--- src/rtl/boa_amo_pkg.sv ---
// Shared types and helpers for the Boa multi-hart LR/SC reservation controller.
package boa_amo_pkg;

    // Default reservation lifetime in cycles (0 disables expiry).
    localparam int BOA_AMO_TIMEOUT_DEFAULT = 64;

    // Largest hart count the round-robin helper is sized for.
    localparam int BOA_AMO_MAX_CPUS = 16;

    // Widest word address and age counter any configuration can use.
    localparam int BOA_AMO_AW_MAX    = 62;
    localparam int BOA_AMO_AGE_W_MAX = 32;

    // Canonical view of one hart's reservation, sized for the widest build.
    typedef struct packed {
        logic [BOA_AMO_AW_MAX-1:0]    addr;
        logic                         valid;
        logic [BOA_AMO_AGE_W_MAX-1:0] age;
    } boa_amo_resv_t;

    // Index of the first set bit of req at or after ptr, searching upward
    // with wrap-around over n entries; returns n when req is empty.
    function automatic int boa_rr_pick(input logic [BOA_AMO_MAX_CPUS-1:0] req,
                                       input logic [3:0]                  ptr,
                                       input int                          n);
        int  idx;
        int  result;
        bit  found;
        result = n;
        found  = 1'b0;
        for (int i = 0; i < BOA_AMO_MAX_CPUS; i++) begin
            if (i < n && !found) begin
                idx = (int'(ptr) + i) % n;
                if (req[idx[3:0]]) begin
                    result = idx;
                    found  = 1'b1;
                end
            end
        end
        return result;
    endfunction

endpackage

--- src/rtl/boa_amo_resv_slot.sv ---
// One hart's reservation: word address, valid flag and age counter.
// Update precedence each cycle is SC, then LR, then kill, then expiry.
module boa_amo_resv_slot
    import boa_amo_pkg::*;
#(
    parameter int aw      = 30,
    parameter int timeout = BOA_AMO_TIMEOUT_DEFAULT
) (
    input  logic          clk,
    input  logic          rst_n,
    input  logic          sc,
    input  logic          lr,
    input  logic [aw-1:0] lr_addr,
    input  logic          lr_kill,
    input  logic          kill,
    output logic          valid,
    output logic [aw-1:0] addr
);

    localparam bit AGE_EN = (timeout > 0);
    localparam int AGE_W  = AGE_EN ? $clog2(timeout + 1) : 1;
    localparam logic [AGE_W-1:0] AGE_LAST = AGE_EN ? AGE_W'(timeout - 1) : '0;

    logic [AGE_W-1:0] age;

    // Reservation state update: SC drops it, LR (re)arms it, kills and expiry clear it.
    always_ff @(posedge clk) begin
        if (!rst_n) begin
            valid <= 1'b0;
            addr  <= '0;
            age   <= '0;
        end else if (sc) begin
            valid <= 1'b0;
            age   <= '0;
        end else if (lr) begin
            addr  <= lr_addr;
            valid <= !lr_kill;
            age   <= '0;
        end else if (kill) begin
            valid <= 1'b0;
            age   <= '0;
        end else if (AGE_EN && valid) begin
            if (age == AGE_LAST) begin
                valid <= 1'b0;
                age   <= '0;
            end else begin
                age <= age + AGE_W'(1);
            end
        end
    end

endmodule

--- src/rtl/boa_amo_resv_ctl.sv ---
// Multi-reservation LR/SC controller: one reservation per hart, snoops
// committed stores, and resolves same-word SC races with a round-robin pointer.
module boa_amo_resv_ctl
    import boa_amo_pkg::*;
#(
    parameter int cpus    = 2,
    parameter int alen    = 32,
    parameter int timeout = BOA_AMO_TIMEOUT_DEFAULT
) (
    input  logic                       clk,
    input  logic                       rst_n,
    input  logic [cpus-1:0]            lr_req,
    input  logic [cpus*(alen-2)-1:0]   lr_addr,
    input  logic [cpus-1:0]            sc_req,
    input  logic [cpus*(alen-2)-1:0]   sc_addr,
    output logic [cpus-1:0]            sc_ok,
    input  logic [cpus-1:0]            wr_snoop,
    input  logic [cpus*(alen-2)-1:0]   wr_addr,
    output logic [cpus-1:0]            resv_valid
);

    localparam int aw    = alen - 2;
    localparam int PTR_W = $clog2(cpus);

    logic [aw-1:0]    lr_a      [cpus];
    logic [aw-1:0]    sc_a      [cpus];
    logic [aw-1:0]    wr_a      [cpus];
    logic [aw-1:0]    slot_addr [cpus];
    logic [cpus-1:0]  peers     [cpus];

    logic [cpus-1:0]  slot_valid;
    logic [cpus-1:0]  foreign_hit;
    logic [cpus-1:0]  cand;
    logic [cpus-1:0]  grant;
    logic [cpus-1:0]  contested;
    logic [cpus-1:0]  kill;
    logic [cpus-1:0]  lr_kill;

    logic [PTR_W-1:0] rr_ptr;
    logic [PTR_W-1:0] rr_ptr_nxt;

    genvar gx;
    generate
        for (gx = 0; gx < cpus; gx++) begin : g_slot
            assign lr_a[gx] = lr_addr[gx*aw +: aw];
            assign sc_a[gx] = sc_addr[gx*aw +: aw];
            assign wr_a[gx] = wr_addr[gx*aw +: aw];

            boa_amo_resv_slot #(
                .aw      (aw),
                .timeout (timeout)
            ) u_slot (
                .clk     (clk),
                .rst_n   (rst_n),
                .sc      (sc_req[gx]),
                .lr      (lr_req[gx]),
                .lr_addr (lr_a[gx]),
                .lr_kill (lr_kill[gx]),
                .kill    (kill[gx]),
                .valid   (slot_valid[gx]),
                .addr    (slot_addr[gx])
            );
        end
    endgenerate

    assign resv_valid = slot_valid;

    // A slot is hit by another hart's plain store to its word; an SC that survives this is a candidate.
    always_comb begin
        foreign_hit = '0;
        cand        = '0;
        for (int x = 0; x < cpus; x++) begin
            for (int y = 0; y < cpus; y++) begin
                if (y != x && wr_snoop[y] && wr_a[y] == slot_addr[x]) begin
                    foreign_hit[x] = 1'b1;
                end
            end
        end
        for (int x = 0; x < cpus; x++) begin
            cand[x] = sc_req[x] && slot_valid[x] && (sc_a[x] == slot_addr[x]) && !foreign_hit[x];
        end
    end

    // Group candidates by SC word; within each group the round-robin pick is the only winner.
    always_comb begin
        grant     = '0;
        contested = '0;
        for (int x = 0; x < cpus; x++) begin
            peers[x] = '0;
            for (int y = 0; y < cpus; y++) begin
                if (cand[y] && sc_a[y] == sc_a[x]) begin
                    peers[x][y] = 1'b1;
                end
            end
        end
        for (int x = 0; x < cpus; x++) begin
            grant[x]     = cand[x] && (boa_rr_pick(BOA_AMO_MAX_CPUS'(peers[x]), 4'(rr_ptr), cpus) == x);
            contested[x] = cand[x] && ($countones(peers[x]) > 1);
        end
    end

    // Kills from other harts' stores and granted SCs, against the held address and the incoming LR address.
    always_comb begin
        kill    = '0;
        lr_kill = '0;
        for (int x = 0; x < cpus; x++) begin
            kill[x] = foreign_hit[x];
            for (int y = 0; y < cpus; y++) begin
                if (y != x) begin
                    if (grant[y] && sc_a[y] == slot_addr[x]) begin
                        kill[x] = 1'b1;
                    end
                    if ((wr_snoop[y] && wr_a[y] == lr_a[x]) || (grant[y] && sc_a[y] == lr_a[x])) begin
                        lr_kill[x] = 1'b1;
                    end
                end
            end
        end
    end

    // Pointer moves past the winner of a contested race only; lowest contested winner decides.
    always_comb begin
        rr_ptr_nxt = rr_ptr;
        for (int x = cpus - 1; x >= 0; x--) begin
            if (grant[x] && contested[x]) begin
                rr_ptr_nxt = (x == cpus - 1) ? '0 : PTR_W'(x + 1);
            end
        end
    end

    // Registered SC result and round-robin pointer.
    always_ff @(posedge clk) begin
        if (!rst_n) begin
            sc_ok  <= '0;
            rr_ptr <= '0;
        end else begin
            sc_ok  <= grant;
            rr_ptr <= rr_ptr_nxt;
        end
    end

endmodule

--- config.mk ---
export PLATFORM = sky130hd
export DESIGN_NAME = boa_amo_resv_ctl
export DESIGN_NICKNAME = d
export VERILOG_FILES = /design/src/rtl/boa_amo_pkg.sv /design/src/rtl/boa_amo_resv_slot.sv /design/src/rtl/boa_amo_resv_ctl.sv
export SDC_FILE = /design/constraint.sdc
export NUM_CORES = 1
export LEC_CHECK = 0
export CORE_ASPECT_RATIO = 1.75
export CORE_MARGIN = 8
export CORE_UTILIZATION = 49
export CTS_CLUSTER_SIZE = 8
export DETAILED_ROUTE_END_ITERATION = 6
export GPL_ROUTABILITY_DRIVEN = 0
export PLACE_DENSITY = 0.91
export SLEW_MARGIN = 10
export SYNTH_ARGS = -nofsm -noshare
export SYNTH_HDL_FRONTEND = slang
export SYNTH_SLANG_ARGS = --single-unit
--- constraint.sdc ---
create_clock -name clk -period 2.45 [get_ports clk]
set_input_delay 0.245 -clock clk [delete_from_list [all_inputs] [get_ports clk]]
set_output_delay 0.245 -clock clk [all_outputs]
set_load 0.05 [all_outputs]
[Word-level counts from Yosys, hierarchy flattened]
Cells that the tools add are included.
Word-level totals
  register bits after elaboration: 79
  input port bits: 188
  output and inout port bits: 4
Operators by class
  $add $sub $neg: 5
  order comparisons: 4
  equality and inequality tests: 15
  muxes and demuxes: 38
  bitwise logic cells: 4
  reductions and logical operators: 36
Operators with widths (count)
  $eq 30x30->1: 12
  $mux 32: 4
  $eq 32x2->1 const B: 1
  $logic_not 32->1: 1
  $mux 1: 28
  $logic_and 1x1->1: 22
  $add 7x1->7 const B: 2
  $eq 7x6->1 const B: 2
  $mux 7: 2
  $reduce_or 4->1: 2
  $lt 1x5->1 const B: 1
  $lt 4x5->1 const B: 1
  $add 1x1->2: 2
  $bmux 1 s2: 2
  $gt 2x1->1 const B: 2
  $logic_not 1->1: 4
  $mux 2: 2
  $reduce_and 2->1: 2
  $reduce_or 2->1: 2
  $not 1->1: 3
  $logic_or 1x1->1: 2
  $reduce_bool 2->1: 1
  $add 1x1->1 const B: 1
  $and 1x1->1 const A: 1

[Depth between registers and ports, before layout]
  depth after elaboration: 19
  mapped depth: 7
  depth with buffers taken out: 7

[Modules after synthesis]
A second synthesis with hierarchy kept.
Second synthesis, totals
  cells, all modules: 811
  area total of the unflattened synthesis: 6745.2 um2
By module, submodules not included
  boa_amo_resv_ctl: instances 1, cells each 463, area each 3757.4 um2
  boa_amo_resv_slot: instances 2, cells each 174, area each 1493.9 um2

[Worst setup path before layout]
OpenSTA, ideal clock, no wires.
  path kind: register -> register
  from: register g_slot[1].u_slot.addr[4]
  to: register g_slot[1].u_slot.valid
  arrival: 1781 ps
  data required time: 2310 ps
  path slack: 529 ps
  stages on the path, launching flop included: 7
  buffers on the path: 0
  period minus slack after synthesis: 1921 ps
  path through: dfxtp_1 -> xnor2_1 -> nand4_1 -> nor4_2 -> a211oi_2 -> a311oi_4 -> o22ai_1
Between the ends
  cells in the longest elaborated chain, start to end: 19
  elaborated cells between the ends (all ways): 28
  classes of those cells: 3 x eq/ne; 14 x mux; 11 x reduce/logical
Ends and longest elaborated chain
  from (decl): line boa_amo_resv_slot.sv:17  | output logic [aw-1:0] addr
  from (signal assigned): line boa_amo_resv_slot.sv:36  | addr <= lr_addr;
  $eq 30x30->1: line boa_amo_resv_ctl.sv:74  | if (y != x && wr_snoop[y] && wr_a[y] == slot_addr[x]) begin
  $logic_and 1x1->1: line boa_amo_resv_ctl.sv:74
  $mux 1: line boa_amo_resv_ctl.sv:74
  $logic_not 1->1: line boa_amo_resv_ctl.sv:80  | cand[x] = sc_req[x] && slot_valid[x] && (sc_a[x] == slot_addr[x]) && !foreign_hit[x];
  $logic_and 1x1->1: line boa_amo_resv_ctl.sv:80
  $logic_and 1x1->1: line boa_amo_resv_ctl.sv:91  | if (cand[y] && sc_a[y] == sc_a[x]) begin
  $mux 1: line boa_amo_resv_ctl.sv:91
  $mux 1 (implied by the code) (2 in series): line boa_amo_pkg.sv:34  | if (req[idx[3:0]]) begin
  (+2 left out)
  $mux 32: line boa_amo_pkg.sv:32  | if (i < n && !found) begin
  $logic_not 32->1: line boa_amo_resv_ctl.sv:97  | grant[x] = cand[x] && (boa_rr_pick(BOA_AMO_MAX_CPUS'(peers[x]), 4'(rr_ptr), cpus) == x);
  $logic_and 1x1->1: line boa_amo_resv_ctl.sv:97
  $logic_and 1x1->1: line boa_amo_resv_ctl.sv:113  | if ((wr_snoop[y] && wr_a[y] == lr_a[x]) || (grant[y] && sc_a[y] == lr_a[x])) begin
  $logic_or 1x1->1: line boa_amo_resv_ctl.sv:113
  $mux 1: line boa_amo_resv_ctl.sv:113
  $logic_not 1->1: line boa_amo_resv_slot.sv:37  | valid <= !lr_kill;
  $mux 1 *: line boa_amo_resv_slot.sv:35  | end else if (lr) begin
  to (signal assigned): line boa_amo_resv_slot.sv:37
  to (decl): line boa_amo_resv_slot.sv:16  | output logic valid,
Every way passes the cells marked *; elsewhere a longest branch is shown, timed or not. The select of a mux whose other input is x is not followed.
A chain may end at the register's enable or synchronous reset.

[Worst setup path after layout]
  from: input port sc_addr[28]
  to: register g_slot[1].u_slot.age[6]
Between the ends
  cells in the longest elaborated chain, start to end: 14
  elaborated cells between the ends (all ways): 21
  classes of those cells: 3 x eq/ne; 11 x mux; 7 x reduce/logical
Ends and longest elaborated chain
  from (decl): line boa_amo_resv_ctl.sv:15  | input logic [cpus*(alen-2)-1:0] sc_addr,
  $eq 30x30->1: line boa_amo_resv_ctl.sv:80
  $logic_and 1x1->1 (2 in series): line boa_amo_resv_ctl.sv:80
  $mux 1: line boa_amo_resv_ctl.sv:91
  $mux 1 (implied by the code) (2 in series): line boa_amo_pkg.sv:34
  $mux 2: line boa_amo_pkg.sv:34
  $mux 32: line boa_amo_pkg.sv:34
  $mux 32: line boa_amo_pkg.sv:32
  $logic_not 32->1: line boa_amo_resv_ctl.sv:97
  $logic_and 1x1->1: line boa_amo_resv_ctl.sv:97
  $logic_and 1x1->1 *: line boa_amo_resv_ctl.sv:110  | if (grant[y] && sc_a[y] == slot_addr[x]) begin
  $mux 1 *: line boa_amo_resv_ctl.sv:110
  $reduce_or 4->1 (no source line) *
  to (signal assigned): line boa_amo_resv_slot.sv:47  | age <= age + AGE_W'(1);
  to (decl): line boa_amo_resv_slot.sv:24  | logic [AGE_W-1:0] age;
Marked as above.

==> impl_results.md <==
- TNS Setup: -2.92 ns
- CP most frequent cell: nand4_1
- Detailed placer's ending HPWL: 24300 um
- Routed len/inst: 26.0 um
- Crit path DAT: 2.96 ns
- Area grow syn2layout: 47.8%
- Leakage power: 3.61 nW
- Util after Layout: 0.738
- First drt pass iteration count: 7
- Initial antenna violation count: 2
- Failing checks: design-rule violations, negative setup slack
- Sequential power share: 0.346
- DIE AREA: 17800 um^2
- Starting density of the core: 0.500
- Final Hold Fails: 0
- Clock Sink Count: 79
- Distinct cell type count after synthesis: 40
- Clock tree from TritonCTS: yes
- Netlist Area Pre-Place: 6690 um^2
- Post-CTS Hold Fix Bufs: 0
- CTS buffer count: 9
- CP Max Fanout: 7
- H-tree levels: 3
- Switching portion of total power: 0.335
- CP Class: primary input to flip-flop
- IO Pins: 192
- Final worst slack: -0.263 ns
- Total global routing overflow: 0
- Worst skew pair latency: 0.35 ns
- Clk_skew: 0.00665 ns
- Most frequent cell after synthesis: xnor2_1
- Die height: 171 um
- Drt via density: 6.34
- Clk Tree Root Cell: clkbuf_16
- CP bufs+invs: 2
- Share of cells above drive strength 1: 0.138
- Post-synth top cells: xnor2_1 (194), xor2_1 (143), nand2_1 (135)
- Yosys top cell area share: 0.254
- CTS Buffer Depth: 2
- Die X: 104 um
- Slew Limit Fails: 0
- Min cycle time layout: 2.71 ns
- Period utilization: 1.11
- Cells after Synth: 813
- DRT Wirelength: 33200 um
- Worst stage delay on the critical path: 0.59 ns
- Core ar.: 13400 um^2
- Total power: 0.00411 W
- DR vias: 8088
- Synth warn: 0
- Synth Flop Type: dfxtp_1
- Final ANT Viol Nets: 0
- DR DRC count: 7
- CP cell instances: clkdlybuf4s50_1 > xnor2_1 > nand4_1 > nor4_1 > nand4_1 > a311oi_4 > buf_4 > nor2_1
- Post-synth EDFFs: 0
- Psw: 0.00138 W
- Rel. slew slack: 0.483
- Port Buffers: 191
- Sequential area share after synthesis: 0.237
- CP Capture Type: flip-flop
- First-pass GRT wire length: 47800 um
- GRT Total Usage: 0.357
- CP delay by family, top: simple AND/OR/NAND/NOR gates
- Placed instance area: 9520 um^2
- Postcts setup bufs: 0
- Clock share of power: 0.306
- Worst slew pin tran: 0.769 ns
- Power per cell area: 416 nW/um^2
- Worst path required time: 2.70 ns
- Largest net degree at the start of global routing: 33
- P_int: 0.00273 W
- Hold Crit Class: flip-flop to flip-flop
- Max Cap Violations: 0
- Iter 0 DRT Violations: 963
- Synthesized area per cell: 8.22 um^2
- Fmax: 369 MHz
- Final net count: 1286
- Area contributors post-synth: xnor2_1 (25%), dfxtp_1 (24%), xor2_1 (19%), nand2_1 (7.6%), nand4_1 (5.8%)
- FP Rows: 56
- Combinational power share: 0.348
- Setup-failing EPs final: 16
- Leading area contributor after synthesis: xnor2_1
- FFs w/ async S/R, synth: 0
- CP max stage cell: clkdlybuf4s50_1
- Hold_ws: 0.469 ns
- Number of global-route vias before repair: 8175
- Worst vdd ir: 408 uV
- Worst-path clk slew: 0.06 ns
- Syn nets: 1003
- Startpoint type of the worst setup path: primary input
- Status: finished with violations
- FF+latch count, synth: 79
- Final Instance Area: 9880 um^2
==> cells in the final DEF, fill, tap and decap left out, types with 9 or more instances in the layout <==
cell type / synthesis / layout
a21oi_1: 61 / 61
xor2_1: 143 / 138
nand3_1: 9 / 9
nand2_1: 135 / 135
dfxtp_1: 79 / 76
buf_4: 2 / 104
xnor2_1: 194 / 191
nor2_1: 13 / 13
nand4_1: 62 / 62
nor4_1: 38 / 36
clkbuf_16: 0 / 9
clkdlybuf4s50_1: 0 / 190
==> timing repair <==
| item | 4_1_cts | 5_1_grt |
|---|---|---|
| setup endpoints to repair | 0 | 8 |
| resized for setup | 0 | 15 |
| hold endpoints to repair | 0 | 0 |
==> cell families after synthesis <==
| logic type | after synthesis | share of synthesized area |
|---|---|---|
| buffers and inverters | 26 | 0.0161 |
| xor gates and xnor gates | 337 | 0.442 |
| AOI/OAI and AO/OA | 83 | 0.0801 |
| adders and majority gates | 2 | 0.00374 |
| muxes | 4 | 0.00599 |
| and+or+nand+nor | 282 | 0.216 |
| DFF | 79 | 0.237 |
==> sequential cells by signal (all words and copies together) (netlist names) <==
signal               flops
rr_ptr                   1
g_slot.u_slot.addr      60
sc_ok                    2
g_slot.u_slot.valid      2
g_slot.u_slot.age       14
==> worst reg2reg max path, cell delays in order, from the launching register on <==
cell,delay [ns]
dfxtp_1,0.37
xnor2_1,0.41
nand4_1,0.29
nor4_1,0.33
nand4_1,0.38
a311oi_4,0.40
buf_4,0.21
nor2_1,0.05
==> area by class of cell <==
cell class | count | area [um^2]
inverter | 2 | 7.51
multi-input combinational | 708 | 5080
tap | 174 | 218
timing repair buffer | 296 | 2720
clock inverter | 4 | 22.5
antenna | 2 | 5.00
sequential | 79 | 1590
clock buffer | 11 | 243
fill | 828 | 3500
==> power by group through the flow <==
stage | registers, W | clock network [W] | logic [W]
5_1_grt | 0.00142 | 0.00129 | 0.00148
3_3_place_gp | 0.00144 | 0 | 0.00127
4_1_cts | 0.00141 | 0.00125 | 0.00132
2_1_floorplan | 0.00142 | 0 | 0.000552
3_5_place_dp | 0.00144 | 0 | 0.00130
6_report | 0.00142 | 0.00126 | 0.00143
==> path summary, 6_finish.rpt <==
kind / start / end / slack, ns / cells after the start
worst max register to register: g_slot[1].u_slot.addr[28]$_SDFFE_PN0P_ / g_slot[1].u_slot.age[6]$_SDFFE_PP0P_ / -0.10 / 7
worst min register to register: g_slot[0].u_slot.age[6]$_SDFFE_PP0P_ / g_slot[0].u_slot.age[6]$_SDFFE_PP0P_ / 0.47 / 2
worst min-delay path: g_slot[0].u_slot.age[6]$_SDFFE_PP0P_ / g_slot[0].u_slot.age[6]$_SDFFE_PP0P_ / 0.47 / 2
worst max-delay path: sc_addr[28] / g_slot[1].u_slot.age[6]$_SDFFE_PP0P_ / -0.26 / 8
==> through the flow <==
step	setup slack, ns	std cells
6_report	-0.263	1276
5_1_grt	-0.245	1276
4_1_cts	0.0349	1274
3_5_place_dp	-0.319	1259
3_3_place_gp	-0.217	1259
2_1_floorplan	0.529	813
==> per-layer routing <==
metal / vias up / GRT usage / wire (um)
met5: - / 0 / 0
met4: 0 / 0.303 / 3460
met3: 262 / 0.119 / 4220
met2: 817 / 0.578 / 15000
met1: 3656 / 0.369 / 10600
li1: 3353 / - / -
(Power assumes the default switching activity.)
